### src/rtl/pc_next_if.sv
// Bus between the instruction decoder/fetch side and the program-counter
// sequencer: control requests in, fetch address and status out.
interface pc_next_if #(
  parameter int PC_W = 10
);
  logic            start;
  logic            halt;
  logic            stall;
  logic            br_rel;
  logic            br_abs;
  logic            taken;
  logic [15:0]     target;
  logic [PC_W-1:0] prog_ctr;
  logic            fetch_valid;
  logic            done;
  logic [15:0]     cycle_cnt;
  logic [7:0]      br_cnt;

  // Controller side: drives requests, observes the sequencer.
  modport master (
    output start, halt, stall, br_rel, br_abs, taken, target,
    input  prog_ctr, fetch_valid, done, cycle_cnt, br_cnt
  );

  // Sequencer side.
  modport slave (
    input  start, halt, stall, br_rel, br_abs, taken, target,
    output prog_ctr, fetch_valid, done, cycle_cnt, br_cnt
  );
endinterface

### src/rtl/pc_next.sv
// Program-counter sequencer. IDLE waits for start, RUN steps the PC
// (halt > stall > taken branch > increment), DONE holds results until
// the next start. Counts RUN cycles and taken branches, both saturating.
module pc_next #(
  parameter int PC_W       = 10,
  parameter int START_ADDR = 0
) (
  input  logic        clk,
  input  logic        rst_n,
  pc_next_if.slave    bus
);

  localparam logic [PC_W-1:0] START_PC = START_ADDR[PC_W-1:0];
  localparam logic [PC_W-1:0] PC_ONE   = PC_W'(1);

  typedef enum logic [1:0] {
    IDLE = 2'd0,
    RUN  = 2'd1,
    DONE = 2'd2
  } state_t;

  state_t          state_q, state_d;
  logic [PC_W-1:0] pc_q, pc_d;
  logic [15:0]     cyc_q, cyc_d;
  logic [7:0]      br_q, br_d;
  logic            done_q;

  // Only the low PC_W bits of the target address the PC; the rest is
  // intentionally ignored.
  logic            unused_target;
  assign unused_target = ^bus.target;

  logic [PC_W-1:0] tgt_lo;
  logic [15:0]     cyc_inc;
  logic [7:0]      br_inc;

  assign tgt_lo  = bus.target[PC_W-1:0];
  assign cyc_inc = (cyc_q == 16'hFFFF) ? cyc_q : cyc_q + 16'd1;
  assign br_inc  = (br_q == 8'hFF) ? br_q : br_q + 8'd1;

  // Next-state and next-PC/counter selection.
  always_comb begin
    // NOTE: every output of this block gets a default first, so no path
    // leaves a variable unassigned and no latch is inferred.
    state_d = state_q;
    pc_d    = pc_q;
    cyc_d   = cyc_q;
    br_d    = br_q;
    unique case (state_q)
      IDLE, DONE: begin
        if (bus.start) begin
          state_d = RUN;
          pc_d    = START_PC;
          cyc_d   = 16'd0;
          br_d    = 8'd0;
        end
      end
      RUN: begin
        // Every RUN cycle counts, the halt cycle and stalled cycles included.
        cyc_d = cyc_inc;
        if (bus.halt) begin
          state_d = DONE;
        end else if (bus.stall) begin
          pc_d = pc_q;
        end else if (bus.taken && bus.br_abs) begin
          pc_d = tgt_lo;
          br_d = br_inc;
        end else if (bus.taken && bus.br_rel) begin
          // Wraps mod 2^PC_W, so an all-ones target steps back by one.
          pc_d = pc_q + tgt_lo;
          br_d = br_inc;
        end else begin
          pc_d = pc_q + PC_ONE;
        end
      end
      default: state_d = IDLE;
    endcase
  end

  // State, PC, counters and done flag; reset forces the idle state at once.
  always_ff @(posedge clk or negedge rst_n) begin
    if (!rst_n) begin
      state_q <= IDLE;
      pc_q    <= START_PC;
      cyc_q   <= 16'd0;
      br_q    <= 8'd0;
      done_q  <= 1'b0;
    end else begin
      // NOTE: non-blocking assignments so every flop samples pre-edge values.
      state_q <= state_d;
      pc_q    <= pc_d;
      cyc_q   <= cyc_d;
      br_q    <= br_d;
      done_q  <= (state_d == DONE);
    end
  end

  assign bus.prog_ctr    = pc_q;
  assign bus.fetch_valid = (state_q == RUN) && !bus.stall;
  assign bus.done        = done_q;
  assign bus.cycle_cnt   = cyc_q;
  assign bus.br_cnt      = br_q;

endmodule

### src/flat_wrapper.sv
// flat-port wrapper written by rule: the top's interface ports become plain ports
module pc_next_flat 
#(
  parameter int PC_W       = 10,
  parameter int START_ADDR = 0
)
  (clk, rst_n, bus_start, bus_halt, bus_stall, bus_br_rel, bus_br_abs, bus_taken, bus_target, bus_prog_ctr, bus_fetch_valid, bus_done, bus_cycle_cnt, bus_br_cnt);
  pc_next_if #(.PC_W(PC_W)) bus_i ();
  input  logic clk;
  input  logic rst_n;
  input wire logic [$bits(bus_i.start)-1:0] bus_start;
  input wire logic [$bits(bus_i.halt)-1:0] bus_halt;
  input wire logic [$bits(bus_i.stall)-1:0] bus_stall;
  input wire logic [$bits(bus_i.br_rel)-1:0] bus_br_rel;
  input wire logic [$bits(bus_i.br_abs)-1:0] bus_br_abs;
  input wire logic [$bits(bus_i.taken)-1:0] bus_taken;
  input wire logic [$bits(bus_i.target)-1:0] bus_target;
  output wire logic [$bits(bus_i.prog_ctr)-1:0] bus_prog_ctr;
  output wire logic [$bits(bus_i.fetch_valid)-1:0] bus_fetch_valid;
  output wire logic [$bits(bus_i.done)-1:0] bus_done;
  output wire logic [$bits(bus_i.cycle_cnt)-1:0] bus_cycle_cnt;
  output wire logic [$bits(bus_i.br_cnt)-1:0] bus_br_cnt;
  assign bus_i.start = bus_start;
  assign bus_i.halt = bus_halt;
  assign bus_i.stall = bus_stall;
  assign bus_i.br_rel = bus_br_rel;
  assign bus_i.br_abs = bus_br_abs;
  assign bus_i.taken = bus_taken;
  assign bus_i.target = bus_target;
  assign bus_prog_ctr = bus_i.prog_ctr;
  assign bus_fetch_valid = bus_i.fetch_valid;
  assign bus_done = bus_i.done;
  assign bus_cycle_cnt = bus_i.cycle_cnt;
  assign bus_br_cnt = bus_i.br_cnt;
  pc_next #(.PC_W(PC_W), .START_ADDR(START_ADDR)) u_core (.clk(clk), .rst_n(rst_n), .bus(bus_i));
endmodule
### config.mk
export PLATFORM = sky130hd
export DESIGN_NAME = pc_next_flat
export DESIGN_NICKNAME = d
export VERILOG_FILES = /design/src/rtl/pc_next_if.sv /design/src/rtl/pc_next.sv /design/src/flat_wrapper.sv
export SDC_FILE = /design/constraint.sdc
export NUM_CORES = 1
export LEC_CHECK = 0
export ABC_AREA = 1
export BUFFER_PORTS_ARGS = -buffer_cell sky130_fd_sc_hd__clkbuf_2
export CAP_MARGIN = 15
export CORE_ASPECT_RATIO = 0.7
export CORE_MARGIN = 4
export CORE_UTILIZATION = 31
export DETAILED_ROUTE_END_ITERATION = 7
export PLACE_DENSITY_LB_ADDON = 0.15
export SETUP_SLACK_MARGIN = 0.5
export SLEW_MARGIN = 20
export SYNTH_ARGS = -nofsm -noshare
export SYNTH_HDL_FRONTEND = slang
export SYNTH_SLANG_ARGS = --single-unit
### constraint.sdc
create_clock -name clk -period 4.81 [get_ports clk]
set_clock_uncertainty 0.2 [all_clocks]
set_input_delay 0.2405 -clock clk [delete_from_list [all_inputs] [get_ports clk]]
set_output_delay 0.2405 -clock clk [all_outputs]
set_load 0.005 [all_outputs]
; Word level (Yosys, flattened, before mapping)
; Index checks and enable logic that the tools add are counted.
[classes]
addsub = 4
n_mux = 19
n_eq_ne = 10
n_reduce_logical = 10
[op_table]
columns = op, count
row1 = $mux 10, 5
row2 = $mux 8, 6
row3 = $mux 16, 2
row4 = $pmux 16 s2, 1
row5 = $pmux 10 s2, 1
row6 = $add 16x1->16 const B, 1
row7 = $eq 16x16->1 const B, 1
row8 = $pmux 8 s2, 1
row9 = $add 10x1->10 const B, 1
row10 = $add 10x10->10, 1
row11 = $add 8x1->8 const B, 1
row12 = $eq 8x8->1 const B, 1
row13 = $ne 2x2->1 const B, 4
row14 = $reduce_and 5->1, 1
row15 = $eq 2x2->1 const B, 2
row16 = $mux 2, 2
row17 = $pmux 2 s2, 1
row18 = $reduce_and 4->1, 1
row19 = $logic_and 1x1->1, 3
row20 = $ne 3x1->1 const B, 1
row21 = $reduce_and 3->1, 1
row22 = $eq 2x1->1 const B, 1
row23 = $logic_not 2->1, 1
row24 = $reduce_bool 2->1, 1
row25 = 2 further kinds, 2
[word_totals]
reg_bits = 37
output_inout_bits = 36
in_bits = 24

; Longest topological paths before layout
[depth]
ltp_word = 7
mapped_depth = 13

; Worst setup path before layout
; OpenSTA, ideal clock, no wires.
[synth_path]
kind = in2reg
from = in bus_taken
to = reg u_core.pc_q[6], in the netlist u_core.bus.prog_ctr[6]
n_path_buf = 0
slack_ps = 2646
t_required_ps = 4487
t_arrival_ps = 1841
path_stages = 10
cell_sequence = nand2_1 -> or2_2 -> ha_1 -> fa_1 -> nand3_1 -> nand3_1 -> nand3_1 -> a21oi_1 -> o21ai_0 -> nand2_1
[synth_between]
elab_chain_cells = 6
elab_cells_between_ends = 7
cone_classes = mux: 5 / reduce/logical: 2
[synth_lines]
columns = item, line
row1 = "start, declared", flat_wrapper.sv:16  ; input wire logic [$bits(bus_i.taken)-1:0] bus_taken;
row2 = $logic_and 1x1->1, pc_next.sv:68  ; end else if (bus.taken && bus.br_rel) begin
row3 = $mux 10, pc_next.sv:68
row4 = $mux 10 (*), pc_next.sv:65  ; end else if (bus.taken && bus.br_abs) begin
row5 = $mux 10 (*), pc_next.sv:63  ; end else if (bus.stall) begin
row6 = $mux 10 (*), pc_next.sv:61  ; if (bus.halt) begin
row7 = $pmux 10 s2 (*), pc_next.sv:49  ; unique case (state_q)
row8 = "end signal, assigned", pc_next.sv:91  ; pc_q <= pc_d;
row9 = "end, declared", pc_next.sv:23  ; logic [PC_W-1:0] pc_q, pc_d;
; Mark *: on every way between the ends. The rest lies on a longest branch, timed or not. The select of a mux whose other input is x is not followed.
; A chain may end at the register's enable or synchronous reset.

; Worst setup path after layout
[layout_path]
from = reg u_core.state_q[1]
to = reg u_core.br_q[6], in the netlist u_core.bus.br_cnt[6]
[layout_between]
elab_chain_cells = 4
elab_cells_between_ends = 11
cone_classes = eq/ne: 6 / mux: 1 / reduce/logical: 4
[layout_lines]
columns = item, line
row1 = "start, declared", pc_next.sv:22  ; state_t state_q, state_d;
row2 = "start signal, assigned", pc_next.sv:90  ; state_q <= state_d;
row3 = $eq 2x2->1 / $logic_not 2->1 (equally long branches), pc_next.sv:49
row4 = $reduce_or 2->1, pc_next.sv:49
row5 = $ne 2x2->1 (no line) / $reduce_bool 2->1 (equally long branches), -
row6 = $reduce_and 5->1 (no line), -
row7 = "end signal, assigned", pc_next.sv:93  ; br_q <= br_d;
row8 = "end, declared", pc_next.sv:25  ; logic [7:0] br_q, br_d;
; Several ways; a longest one is shown, not always the timed one.

==> results.json <==
{
  "critical_path_class": "reg2reg",
  "clk_transition_reported_paths_ns": 0.06,
  "peakVddDrop_mv": 0.1341,
  "synth_seq_area_share": 0.3492,
  "hold_buffers": 2,
  "initial_core_util": 0.3284,
  "setup_violations": 0,
  "postRouteAntennaNets": 0,
  "vias": 2518,
  "grt_pass1_wl_um": 11790,
  "postSynthCellCount": 375,
  "finalNetCount": 467,
  "crit_path_max_fanout": 26,
  "slew_headroom": 0.4179,
  "max_freq_mhz": 408.4,
  "rows": 27,
  "synth_area_um2": 2651,
  "overflow": 0,
  "rr_startpoint": "u_core.state_q[1]",
  "required_ns": 4.81,
  "status": "finished clean",
  "crit_arrival_ns": 2.45,
  "min_period_ns": 2.448,
  "reg2regPathDepth": 7,
  "synth_top_family_by_area": "simple AND/OR/NAND/NOR gates",
  "yosysTopAreaCellShare": 0.3492,
  "fp.dieW_um": 118.5,
  "insertion_delay_ns": 0.28,
  "port_buffers": 53,
  "setup-tns-final_ns": 0,
  "fin_area_um2": 3203,
  "min_from": "bus_start",
  "maxCapViolations": 0,
  "fin_crit_sh": 0.5090,
  "synth_nets": 411,
  "grt_pass1_vias": 2327,
  "core_um2": 8074,
  "cts_sinks": 37,
  "postLayoutCoreUtil": 0.3967,
  "yosysWarnings": 0,
  "crit_start": "u_core.state_q[1]",
  "synth_compound_area_frac": 0.1052,
  "wl_um": 7140,
  "synthArstFlopShare": 1.000,
  "dr.first_iter.drc_count": 174,
  "ys_ff_latch": 37,
  "dieArea_um2": 10120,
  "slew_violations": 0,
  "hold_class": "in2reg",
  "ys.flop_type": "dfrtp_1",
  "antenna_found_initial": 0,
  "hold_viol_final": 0,
  "holdPathEnd": "u_core.bus.done",
  "first_pass_iters": 4,
  "rsz0062_at_grt": "false",
  "syn_to_final_growth_pct": 20.81,
  "cts_buffers": 5,
  "worst_pin_slew_ns": 0.8732,
  "muxShareOfSynthArea": 0,
  "cts_setup_buffers": 0,
  "avgSynthCellArea_um2": 7.070,
  "clock_path_buffers": 2,
  "drive_above_1_share": 0.2037,
  "r2r_end": "u_core.bus.br_cnt[6]",
  "p_leak_nw": 1.699,
  "synth_xor_area_frac": 0.03634,
  "die_height_um": 85.38,
  "cts.repair.resized": 0,
  "end_kind": "register",
  "yosys.area_share.adder": 0.05946,
  "synth_top_area_cell": "dfrtp_1",
  "track_usage": 0.1432,
  "hold_slack_ns": 0.05205,
  "via_per_inst": 4.724,
  "synth_edf_count": 0,
  "powerDensity_nw_per_um2": 335.1,
  "wl_per_cell_um": 13.40,
  "pin_count": 60,
  "htree_levels": 2,
  "post_dp_cell_area_um2": 3007,
  "cts_root_buffer": "clkbuf_16",
  "r2r_slack_ns": 2.36,
  "gp_congestion": 0.8428,
  "drc": 0,
  "cp-start-kind": "register",
  "ys_types": 30,
  "synth_area_leaders": "dfrtp_1 (35%), nand2_1 (16%), nand3_1 (7.6%)",
  "grt_max_degree": 38,
  "n_antenna_cell": 0,
  "cts_tree": "built",
  "hpwl_um": 5340,
  "fin_total_pwr_w": 0.001073,
  "min_path_cells": 4,
  "synthSimpleGateAreaFrac": 0.3738
}
-- kinds of logic (layout without fill, tap and decap cells) --
| family | Yosys count | count (layout) |
|---|---|---|
| AOI/OAI and AO/OA | 45 | 45 |
| xor gates and xnor gates | 11 | 11 |
| adders and majority gates | 12 | 12 |
| buffers and inverters | 50 | 107 |
| DFF | 37 | 37 |
| and+or+nand+nor | 220 | 220 |
-- report_power, final --
part           total, W  internal [W]  switching (W)  leakage (nW)
Combinational  0.000282     0.0000990       0.000182          1.11
Sequential     0.000401      0.000352      0.0000489         0.506
Clock          0.000391      0.000259       0.000132        0.0831
Total           0.00107      0.000710       0.000364          1.70
-- routing by layer --
| layer | up-vias | part of all wire | track usage |
|---|---|---|---|
| met3 | 2 | 0.046 | 0.03065 |
| met2 | 49 | 0.38 | 0.1918 |
| met5 | - | 0 | 0 |
| met1 | 1144 | 0.57 | 0.2282 |
| li1 | 1323 | - | - |
| met4 | 0 | 0.0036 | 0.03155 |
-- synth_stat cells, types with 3 or more instances --
cell        n
nand3_1    40
inv_1      40
dfrtp_1    37
nor2_4      3
xor2_1      8
or2_2       3
ha_1       11
o21ai_0    17
nor2_1     39
nand4_1    11
nand2_1   114
a21oi_1    13
o21ai_2     9
clkbuf_1    3
xnor2_1     3
inv_2       4
-- area by class of cell --
type	instances	area (µm²)
clock buffer	6	138.9
clock inverter	2	37.54
fill	874	4871
inverter	44	165.2
multi-input combinational	288	1524
sequential	37	925.9
tap	101	126.4
timing repair buffer	55	285.3
-- state kept, by name (all words and copies together) (netlist names) --
register	cells
u_core.bus.cycle_cnt	16
u_core.bus.prog_ctr	10
u_core.bus.br_cnt	8
u_core.state_q	2
u_core.bus.done	1
-- per-stage QoR --
step	setup WS, ns	std cells
2_1_floorplan	2.646	375
3_3_place_gp	2.149	523
3_5_place_dp	2.122	523
4_1_cts	2.390	533
5_1_grt	2.140	533
6_report	2.362	533
-- placed cells by master (no fill, tap or decap), types with 2 or more instances in the layout --
cell / Yosys / layout
xnor2_1: 3 / 3
a21oi_1: 13 / 13
xor2_1: 8 / 8
o21ai_0: 17 / 17
nand2_4: 2 / 2
or2_2: 3 / 3
nand2_1: 114 / 114
dlygate4sd3_1: 0 / 2
clkbuf_16: 0 / 5
dfrtp_1: 37 / 37
nor3_2: 2 / 2
nor2_4: 3 / 3
nand2_2: 2 / 2
ha_1: 11 / 11
nor2_1: 39 / 39
clkbuf_2: 0 / 52
inv_2: 4 / 4
nand3b_1: 2 / 2
inv_1: 40 / 40
o31ai_1: 2 / 2
nand4_1: 11 / 11
nand3_1: 40 / 40
o21ai_2: 9 / 9
-- worst max-delay path: stages, from the launching register on --
cell and delay [ns]:
dfrtp_1 0.41, nor2_4 0.59, nand2_4 0.22, nand2_1 0.16, nand3_1 0.34, inv_1 0.24
nand3_1 0.10, o21ai_0 0.11
-- worst max-delay path by stage --
stage / end
after floorplan: u_core.bus.prog_ctr[6]
after global placement: u_core.bus.prog_ctr[6]
after detailed placement: u_core.bus.prog_ctr[6]
after CTS: u_core.bus.br_cnt[0]
after global routing: u_core.bus.br_cnt[0]
final: u_core.bus.br_cnt[6]
Power figures use the tool's default switching activity.
